### src/rtl/datapath_towerplacer.sv
// Datapath for the tower-placement FSM: grid cursor, free-cell search, and the
// pixel streams (cursor outline, erase outline, tower fill) for a 160x120 VGA
// adapter. Optional feature macro: TOWER_PLACER_OCCUPANCY_EN keeps a per-cell
// occupancy bitmap so placed towers are skipped by seek and move.
module datapath_towerplacer #(
  parameter int         GRID_COLS     = 8,
  parameter int         GRID_ROWS     = 6,
  parameter int         CELL_SIZE     = 16,
  parameter int         X_OFFSET      = 0,
  parameter int         Y_OFFSET      = 0,
  parameter logic [2:0] SQUARE_COLOUR = 3'b110,
  parameter logic [2:0] BG_COLOUR     = 3'b010,
  parameter logic [2:0] TOWER_COLOUR  = 3'b001
) (
  input  logic       clk,
  input  logic       reset,
  input  logic       top_left,
  input  logic       draw_square,
  input  logic       erase_square_right,
  input  logic       erase_square_down,
  input  logic       erase_square_tower,
  input  logic       move_right,
  input  logic       move_down,
  input  logic       draw_tower,
  input  logic       cell_blocked,
  output logic [5:0] cell_addr,
  output logic       enable_draw,
  output logic       valid,
  output logic       square_done,
  output logic       erase_square_done,
  output logic       tower_done,
  output logic [7:0] x,
  output logic [6:0] y,
  output logic [2:0] colour,
  output logic       plot,
  output logic [5:0] tower_count
);

  localparam int COL_W = (GRID_COLS > 1) ? $clog2(GRID_COLS) : 1;
  localparam int ROW_W = (GRID_ROWS > 1) ? $clog2(GRID_ROWS) : 1;
  localparam int CNT_W = $clog2(CELL_SIZE);
  localparam logic [COL_W-1:0] COL_LAST = COL_W'(GRID_COLS - 1);
  localparam logic [ROW_W-1:0] ROW_LAST = ROW_W'(GRID_ROWS - 1);
  localparam logic [CNT_W-1:0] CNT_LAST = CNT_W'(CELL_SIZE - 1);

  // Operation selected by the (nominally one-hot) FSM strobes.
  typedef enum logic [2:0] {
    OP_IDLE, OP_SEEK, OP_TOWER, OP_ERASE, OP_SQUARE, OP_RIGHT, OP_DOWN
  } op_e;

  // Phase of the shared pixel counter within one draw.
  typedef enum logic [1:0] {PIX_RUN, PIX_PULSE, PIX_HOLD} pix_state_e;

  op_e              op;
  logic             is_move;
  logic             draw_op;

  logic [COL_W-1:0] cur_col, cand_col, start_col;
  logic [ROW_W-1:0] cur_row, cand_row, start_row;
  logic             seeking;
  logic             move_active;
  logic             cand_free;
  logic             cand_is_last;
  logic             full_wrap;

  pix_state_e       pix_state, pix_next;
  logic [CNT_W-1:0] pix_i, pix_j;
  logic             pix_last;
  logic             pix_edge;
  logic             pix_emit;
  logic             pix_pulse;

  // Priority decode of the strobes; illegal overlaps resolve deterministically.
  always_comb begin
    // NOTE: every combinational output gets a default first, so no path can leave it unassigned and infer a latch.
    op = OP_IDLE;
    if (top_left)                                                        op = OP_SEEK;
    else if (draw_tower)                                                 op = OP_TOWER;
    else if (erase_square_right || erase_square_down || erase_square_tower) op = OP_ERASE;
    else if (draw_square)                                                op = OP_SQUARE;
    else if (move_right)                                                 op = OP_RIGHT;
    else if (move_down)                                                  op = OP_DOWN;
  end

  assign is_move = (op == OP_RIGHT) || (op == OP_DOWN);
  assign draw_op = (op == OP_TOWER) || (op == OP_ERASE) || (op == OP_SQUARE);

  // Candidate cell: scan index during seek, neighbour during moves, cursor otherwise.
  always_comb begin
    cand_col = cur_col;
    cand_row = cur_row;
    case (op)
      OP_SEEK: begin
        if (!enable_draw) begin
          if (!seeking) begin
            cand_col = '0;
            cand_row = '0;
          end else if (cur_col == COL_LAST) begin
            cand_col = '0;
            cand_row = (cur_row == ROW_LAST) ? '0 : cur_row + 1'b1;
          end else begin
            cand_col = cur_col + 1'b1;
          end
        end
      end
      OP_RIGHT: cand_col = (cur_col == COL_LAST) ? '0 : cur_col + 1'b1;
      OP_DOWN:  cand_row = (cur_row == ROW_LAST) ? '0 : cur_row + 1'b1;
      default: ;
    endcase
  end

  assign cell_addr    = 6'(int'(cand_row) * GRID_COLS + int'(cand_col));
  assign cand_is_last = (cand_col == COL_LAST) && (cand_row == ROW_LAST);
  assign full_wrap    = move_active && (cand_col == start_col) && (cand_row == start_row);
  assign valid        = is_move && (cand_free || full_wrap);

`ifdef TOWER_PLACER_OCCUPANCY_EN
  logic [GRID_COLS*GRID_ROWS-1:0] occupied;
  logic [5:0]                     cur_addr;

  assign cur_addr  = 6'(int'(cur_row) * GRID_COLS + int'(cur_col));
  assign cand_free = !cell_blocked && !occupied[cell_addr];

  // Occupancy bitmap: a cell is marked on the clk its tower fill completes.
  always_ff @(posedge clk) begin
    // NOTE: this bitmap is plain flops (not a RAM), so it can and must be cleared by reset.
    if (reset)                           occupied           <= '0;
    else if (pix_pulse && op == OP_TOWER) occupied[cur_addr] <= 1'b1;
  end
`else
  assign cand_free = !cell_blocked;
`endif

  // Cursor, seek progress and move bookkeeping.
  always_ff @(posedge clk) begin
    // NOTE: sequential state uses non-blocking assignments so every flop samples pre-edge values.
    if (reset) begin
      cur_col     <= '0;
      cur_row     <= '0;
      seeking     <= 1'b0;
      enable_draw <= 1'b0;
      move_active <= 1'b0;
      start_col   <= '0;
      start_row   <= '0;
    end else begin
      if (op == OP_SEEK) begin
        if (!enable_draw) begin
          seeking <= 1'b1;
          if (cand_free) begin
            cur_col     <= cand_col;
            cur_row     <= cand_row;
            enable_draw <= 1'b1;
          end else if (cand_is_last) begin
            cur_col     <= '0;
            cur_row     <= '0;
            enable_draw <= 1'b1;
          end else begin
            cur_col <= cand_col;
            cur_row <= cand_row;
          end
        end
      end else begin
        seeking     <= 1'b0;
        enable_draw <= 1'b0;
      end

      if (is_move) begin
        cur_col <= cand_col;
        cur_row <= cand_row;
        if (!move_active) begin
          start_col <= cur_col;
          start_row <= cur_row;
        end
      end
      move_active <= is_move;
    end
  end

  assign pix_last = (pix_i == CNT_LAST) && (pix_j == CNT_LAST);
  assign pix_edge = (pix_i == '0) || (pix_j == '0) || (pix_i == CNT_LAST) || (pix_j == CNT_LAST);

  // Pixel phase register.
  always_ff @(posedge clk) begin
    if (reset) pix_state <= PIX_RUN;
    else       pix_state <= pix_next;
  end

  // Pixel phase next-state: emit pixels, then one done pulse, then hold.
  always_comb begin
    pix_next  = pix_state;
    pix_emit  = 1'b0;
    pix_pulse = 1'b0;
    if (!draw_op) begin
      pix_next = PIX_RUN;
    end else begin
      case (pix_state)
        PIX_RUN: begin
          pix_emit = 1'b1;
          if (pix_last) pix_next = PIX_PULSE;
        end
        PIX_PULSE: begin
          pix_pulse = 1'b1;
          pix_next  = PIX_HOLD;
        end
        default: ;
      endcase
    end
  end

  // Row-major pixel counter; cleared whenever no draw is in progress.
  always_ff @(posedge clk) begin
    if (reset || !draw_op) begin
      pix_i <= '0;
      pix_j <= '0;
    end else if (pix_emit && !pix_last) begin
      if (pix_i == CNT_LAST) begin
        pix_i <= '0;
        pix_j <= pix_j + 1'b1;
      end else begin
        pix_i <= pix_i + 1'b1;
      end
    end
  end

  // Registered pixel stream and done pulses, one clk behind the counter.
  always_ff @(posedge clk) begin
    if (reset) begin
      x                 <= '0;
      y                 <= '0;
      colour            <= '0;
      plot              <= 1'b0;
      square_done       <= 1'b0;
      erase_square_done <= 1'b0;
      tower_done        <= 1'b0;
    end else begin
      plot              <= 1'b0;
      square_done       <= pix_pulse && (op == OP_SQUARE);
      erase_square_done <= pix_pulse && (op == OP_ERASE);
      tower_done        <= pix_pulse && (op == OP_TOWER);
      if (pix_emit) begin
        x <= 8'(X_OFFSET + int'(cur_col) * CELL_SIZE + int'(pix_i));
        y <= 7'(Y_OFFSET + int'(cur_row) * CELL_SIZE + int'(pix_j));
        case (op)
          OP_TOWER: begin
            plot   <= !pix_edge;
            colour <= TOWER_COLOUR;
          end
          OP_ERASE: begin
            plot   <= pix_edge;
            colour <= BG_COLOUR;
          end
          default: begin
            plot   <= pix_edge;
            colour <= SQUARE_COLOUR;
          end
        endcase
      end
    end
  end

  // Saturating count of committed towers.
  always_ff @(posedge clk) begin
    if (reset)                                                   tower_count <= '0;
    else if (pix_pulse && op == OP_TOWER && tower_count != '1)   tower_count <= tower_count + 1'b1;
  end

endmodule

### config.mk
export PLATFORM = sky130hd
export DESIGN_NAME = datapath_towerplacer
export DESIGN_NICKNAME = d
export VERILOG_FILES = /design/src/rtl/datapath_towerplacer.sv
export SDC_FILE = /design/constraint.sdc
export NUM_CORES = 1
export LEC_CHECK = 0
export CAP_MARGIN = 20
export CORE_MARGIN = 5
export CORE_UTILIZATION = 51
export CTS_BUF_LIST = sky130_fd_sc_hd__clkbuf_16
export CTS_CLUSTER_DIAMETER = 150
export DETAILED_ROUTE_END_ITERATION = 12
export PLACE_DENSITY = 0.9
export REMOVE_ABC_BUFFERS = 1
export SLEW_MARGIN = 20
export SYNTH_ARGS = -nofsm -noshare
export SYNTH_HDL_FRONTEND = slang
export SYNTH_SLANG_ARGS = --single-unit
### constraint.sdc
create_clock -name clk -period 6.05 [get_ports clk]
set_input_delay 1.21 -clock clk [delete_from_list [all_inputs] [get_ports clk]]
set_output_delay 1.21 -clock clk [all_outputs]
set_load 0.01 [all_outputs]
=== Word level (Yosys, flattened, before mapping) ===
Cells that the tools add are included.

* Flip-flop bits (word level): 53
* Output and inout bits: 36
* Logic and storage cells: 121

* Add/sub/neg operators: 8
* Bitwise gates (word level): 4
* Eq/ne operators: 18
* Reductions and logical operators: 36
* Mux-type cells: 37

{| class="wikitable"
|+ Operators with widths
! cell !! number
|-
| 2-to-1 mux 3 bit || 23
|-
| == test 3 bit, second input constant || 7
|-
| one-hot mux 3 bit (2 select lines) || 3
|-
| logical AND 1 bit || 10
|-
| logical OR 1 bit || 10
|-
| adder 4 x 1 -> 4 bit, second input constant || 2
|-
| adder 7 x 4 -> 8 bit || 1
|-
| == test 4 bit, second input constant || 2
|-
| zero test 4 bit || 2
|-
| 2-to-1 mux 1 bit || 8
|-
| AND reduction 2 bit || 4
|-
| adder 7 x 4 -> 7 bit || 1
|-
| adder 3 x 1 -> 3 bit, second input constant || 2
|-
| adder 6 x 1 -> 6 bit, second input constant || 1
|-
| adder 6 x 3 -> 6 bit || 1
|-
| == test 3 x 2 -> 1 bit, second input constant || 2
|-
| == test 3 bit || 2
|-
| != test 6 bit, second input constant || 1
|-
| OR reduction 2 bit || 3
|-
| zero test 1 bit || 4
|-
| 2-to-1 mux 4 bit || 1
|-
| NOT 1 bit || 4
|-
| one-hot mux 2 bit (2 select lines) || 1
|-
| nonzero test 2 bit || 2
|-
| 6 further kinds || 6
|}

=== Logic depth before layout (Yosys ltp) ===
* Word-level depth: 15
* Depth in mapped cells: 9
* Gate-level depth less buffers: 9

=== Worst setup path after synthesis ===
Ideal clock, no wire load.

* Path kind: input port to output port
* From: input erase_square_down
* To: output valid
* Data required time: 4.840 ns
* Stages: 7
* Setup slack: 1.954 ns
* Data arrival time: 2.886 ns
* Cells stage by stage: or3_1 buf_2 or4_1 buf_2 nor3b_1 and4_1 a31o_2

* Cells in the longest elaborated chain, start to end: 12
* Elaborated cells between the ends (all ways): 17
* Those cells by class: 5 x eq/ne; 5 x mux; 7 x reduce/logical

{| class="wikitable"
|+ Ends and longest elaborated chain
! item !! RTL line !! source
|-
| start, declared || 20 || <nowiki>input logic erase_square_down,</nowiki>
|-
| logical OR 1 bit (*) (2 in series) || 79 || <nowiki>else if (erase_square_right || erase_square_down || erase_square_tower) op = OP_ERASE;</nowiki>
|-
| 2-to-1 mux 3 bit (*) || 79 ||
|-
| 2-to-1 mux 3 bit (*) || 78 || <nowiki>else if (draw_tower) op = OP_TOWER;</nowiki>
|-
| 2-to-1 mux 3 bit (*) || 77 || <nowiki>if (top_left) op = OP_SEEK;</nowiki>
|-
| == test 3 bit or == test 3 x 1 -> 1 bit (tied branches) || 85, 92 ||
|-
| one-hot mux 3 bit (2 select lines) || 92 || <nowiki>case (op)</nowiki>
|-
| == test 3 bit || 114 || <nowiki>assign full_wrap = move_active && (cand_col == start_col) && (cand_row == start_row);</nowiki>
|-
| logical AND 1 bit (2 in series) || 114 ||
|-
| logical OR 1 bit || 115 || <nowiki>assign valid = is_move && (cand_free || full_wrap);</nowiki>
|-
| logical AND 1 bit (*) || 115 ||
|-
| end, declared || 28 || <nowiki>output logic valid,</nowiki>
|}

Mark *: on every way between the ends. The rest lies on a longest branch, timed or not.

=== Worst setup path after layout ===
* From: input top_left
* To: output valid

* Cells in the longest elaborated chain, start to end: 8
* Elaborated cells between the ends (all ways): 13
* Those cells by class: 5 x eq/ne; 3 x mux; 5 x reduce/logical

{| class="wikitable"
|+ Ends and longest elaborated chain
! item !! RTL line !! source
|-
| start, declared || 17 || <nowiki>input logic top_left,</nowiki>
|-
| 2-to-1 mux 3 bit (*) || 77 ||
|-
| == test 3 bit or == test 3 x 1 -> 1 bit (tied branches) || 85, 92 ||
|-
| one-hot mux 3 bit (2 select lines) || 92 ||
|-
| == test 3 bit || 114 ||
|-
| logical AND 1 bit (2 in series) || 114 ||
|-
| logical OR 1 bit || 115 ||
|-
| logical AND 1 bit (*) || 115 ||
|}

Marked as above.

==> reports/metrics.yaml <==
pwr:
  power.density_nw_per_um2: 225
  p_seq_share_pct: 48.9
  sw_frac_of_total_pct: 21.6
  power_frac_comb_pct: 6.7
  ir_drop_v: 0.000148
  p_switching_w: 0.000154
  p_leak_nw: 1.13
  clockPowerShare_pct: 44.5
  internal_power_w: 0.000559
sta:
  maxSlewViolCount: 0
  fin_setup_tns_ns: 0
  setup_viol: 0
  finalCriticalPeriod_ns: 5.33
  finalCritPeriodShare_pct: 88.2
  slew_headroom_pct: 41.9
  skew_ns: 0.00486
  fin_ws_ns: 0.716
  max_freq_mhz: 187
  worst_pin_slew_ns: 0.865
  rsz0062_at_grt: "false"
  hold_viol: 0
global_route:
  track_usage_pct: 20.1
  grt_max_degree: 43
  first_global_vias: 2279
  grt_first_pass_wirelength_um: 10400
  grt_overflow: 0
  antenna_found_initial: 0
critical_path:
  worstPathRequired_ns: 4.84
  reg2reg_to: "cur_row[2]"
  r2r_cells: 8
  crit_top_cell: "clkdlybuf4s50_1"
  critPathKind: "input port to output pin"
  cp.arrival_ns: 4.12
  crit_family: "buffers and inverters"
  startpoint_type: "input port"
  path_cells: "clkdlybuf4s50_1 -> or3b_2 -> o31ai_1 -> a32oi_1 -> a22oi_1 -> and4_1 -> a31o_2 -> clkdlybuf4s50_1"
  crit_fanout: 14
  cp-startpoint: "top_left"
  cp_num_buf_inv: 2
  cp_slowest_cell: "clkdlybuf4s50_1"
  reg2reg_slack_ns: 3.72
  r2r-start: "cur_col[0]"
  crit_path_end_kind: "output pin"
  max_stage_delay_ns: 0.62
synth:
  avgSynthCellArea_um2: 8.03
  synth_adder_area_share_pct: 3.51
  synthMuxAreaShare_pct: 1.60
  synth_cell_types: 53
  ys_ff_latch: 52
  synth_edf_count: 0
  ys_warn_count: 0
  ys.flop_type: "dfxtp_1"
  async_flop_share_pct: 0
  syn_area_um2: 2500
  synthCells: 311
  synth_compound_area_share_pct: 17.9
  synthSimpleGateAreaFrac_pct: 25.9
  synth-seq-area-share_pct: 41.7
  synth_top_family_by_area: "simple AND/OR/NAND/NOR gates"
  synth-xor-area-share_pct: 4.56
min_path:
  hp-class: "register to register"
  holdPathEnd: "x[3]"
  hold_start: "x[3]"
  hold-path-cell-count: 2
finish:
  nets: 369
  syn_to_final_growth_pct: 26.7
  final_common_cell: "dfxtp_1"
  diodes: 0
  drive_gt1_share_pct: 5.97
  final_cell_mix: "dfxtp_1 (52), nand2_1 (47), clkdlybuf4s50_1 (45)"
floorplanning:
  num_rows: 25
  initial_core_util_pct: 52.6
  die_h_um: 80.0
  pin_count: 47
  core_area_um2: 4750
  dieArea_um2: 6400
  die_w_um: 80.0
drt:
  drtAntennaViolNets: 0
  drc: 0
  first_pass_iters: 6
  drt-total-wl_um: 6170
  via_per_inst: 5.60
  post_drt_wl_per_cell_um: 14.7
  drtIter0Drc: 249
  num_vias: 2347
cts:
  clkSinkCount: 52
  numCtsBuffers: 5
  cts-root-buf: "clkbuf_16"
  cts_buffer_depth: 2
  cts_resized: 0
  cts_tree: "done"
  clk_pin_slew_worst_paths_ns: 0.07
  postCtsSetupRepairBufs: 0
  cts_hold_buf: 0
  cts_max_level: 2
  clkLatencyLatePin_ns: 0.29
place:
  dp_hpwl_um: 4270
  place_worst_setup_slack_ns: 0.803
  place.port_buffers: 45
  gp_congestion: 0.910
run:
  max-cap-violations: 0
run_status:
  status: "finished clean"
per-layer routing:
metal	global-route usage, %	vias up	part of all wire [%]
li1	-	1160	-
met1	24.9	1047	42
met2	32.9	116	47
met3	4.51	24	8.4
met4	8.78	0	2.8
met5	0	-	0
cell families (layout without fill, tap and decap cells):
family / after synthesis / after routing
other: 1 / 1
AOI/OAI and AO/OA: 70 / 70
adders and majority gates: 7 / 7
and+or+nand+nor: 135 / 135
buffers and inverters: 29 / 70
xor gates and xnor gates: 13 / 13
DFF: 52 / 52
muxes: 4 / 4
Yosys cell counts (2+ instances only):
master,instances,area (um^2)
nand4_1,5,31.3
or3_1,2,12.5
nand2b_1,4,25.0
o21ai_0,11,55.1
buf_2,3,15.0
clkbuf_1,12,45.0
nor3b_1,3,22.5
and3_1,3,18.8
nor3_1,7,35.0
nand2_1,47,176
a32oi_1,2,17.5
a21oi_1,28,140
xnor2_1,5,43.8
ha_1,7,87.6
xor2_1,8,70.1
nand3b_1,2,15.0
nand3_1,5,25.0
o21a_1,2,15.0
nor2_1,41,154
nor4_1,2,12.5
a31oi_1,6,37.5
inv_1,12,45.0
dfxtp_1,52,1040
a211oi_1,2,15.0
nor2b_1,3,18.8
a311oi_1,2,17.5
mux2i_1,4,40.0
o32ai_1,3,26.3
o22ai_1,2,12.5
a22oi_1,3,22.5
flip-flops by register name, indices dropped and copies added, names as in the netlist, 2 cells and up:
| name | count |
|---|---|
| x | 7 |
| pix_i | 4 |
| tower_count | 6 |
| cur_col | 3 |
| cur_row | 3 |
| pix_state | 2 |
| start_col | 3 |
| pix_j | 4 |
| start_row | 3 |
| y | 7 |
| colour | 3 |
metrics by stage:
stage	power [W]	instance area (um^2)	hold WS (ns)	cells	utilization, %
floorplan	0.000376	2430	0.456	295	-
global placement	0.000401	3000	0.441	411	63.0
detailed placement	0.000403	3000	0.447	411	63.0
CTS	0.000717	3160	0.456	419	66.5
global route	0.000742	3170	0.475	419	66.6
finish	0.000713	3170	0.452	419	66.6
worst register-to-register path: cells and delay by family, from the launching register on:
family / cells / cell delay [ns]
compound gates: 3 / 0.93
fa+ha+maj: 2 / 0.46
simple gates: 3 / 0.46
flops: 1 / 0.36
power by group through the flow:
stage | registers, W | logic [W] | clock network, W
4_1_cts | 0.000348 | 0.0000471 | 0.000322
3_5_place_dp | 0.000356 | 0.0000465 | 0
3_3_place_gp | 0.000356 | 0.0000456 | 0
6_report | 0.000348 | 0.0000477 | 0.000317
2_1_floorplan | 0.000356 | 0.0000200 | 0
5_1_grt | 0.000349 | 0.0000517 | 0.000342
worst max path at each step:
stage                       end  slack (ns)  cells after the start
after CTS                 valid        0.76                      8
after floorplan           valid        1.83                      5
after global routing      valid        0.59                      8
final                     valid        0.72                      8
after detailed placement  valid        0.80                      8
after global placement    valid        0.86                      8
area by class of cell:
cell class,instances,area [um^2]
timing repair buffer,49,480
clock inverter,3,42.5
clock buffer,5,125
multi-input combinational,230,1340
inverter,13,48.8
tap,67,83.8
fill,403,1590
sequential,52,1040
No activity file was read; power rests on OpenSTA's default activity.
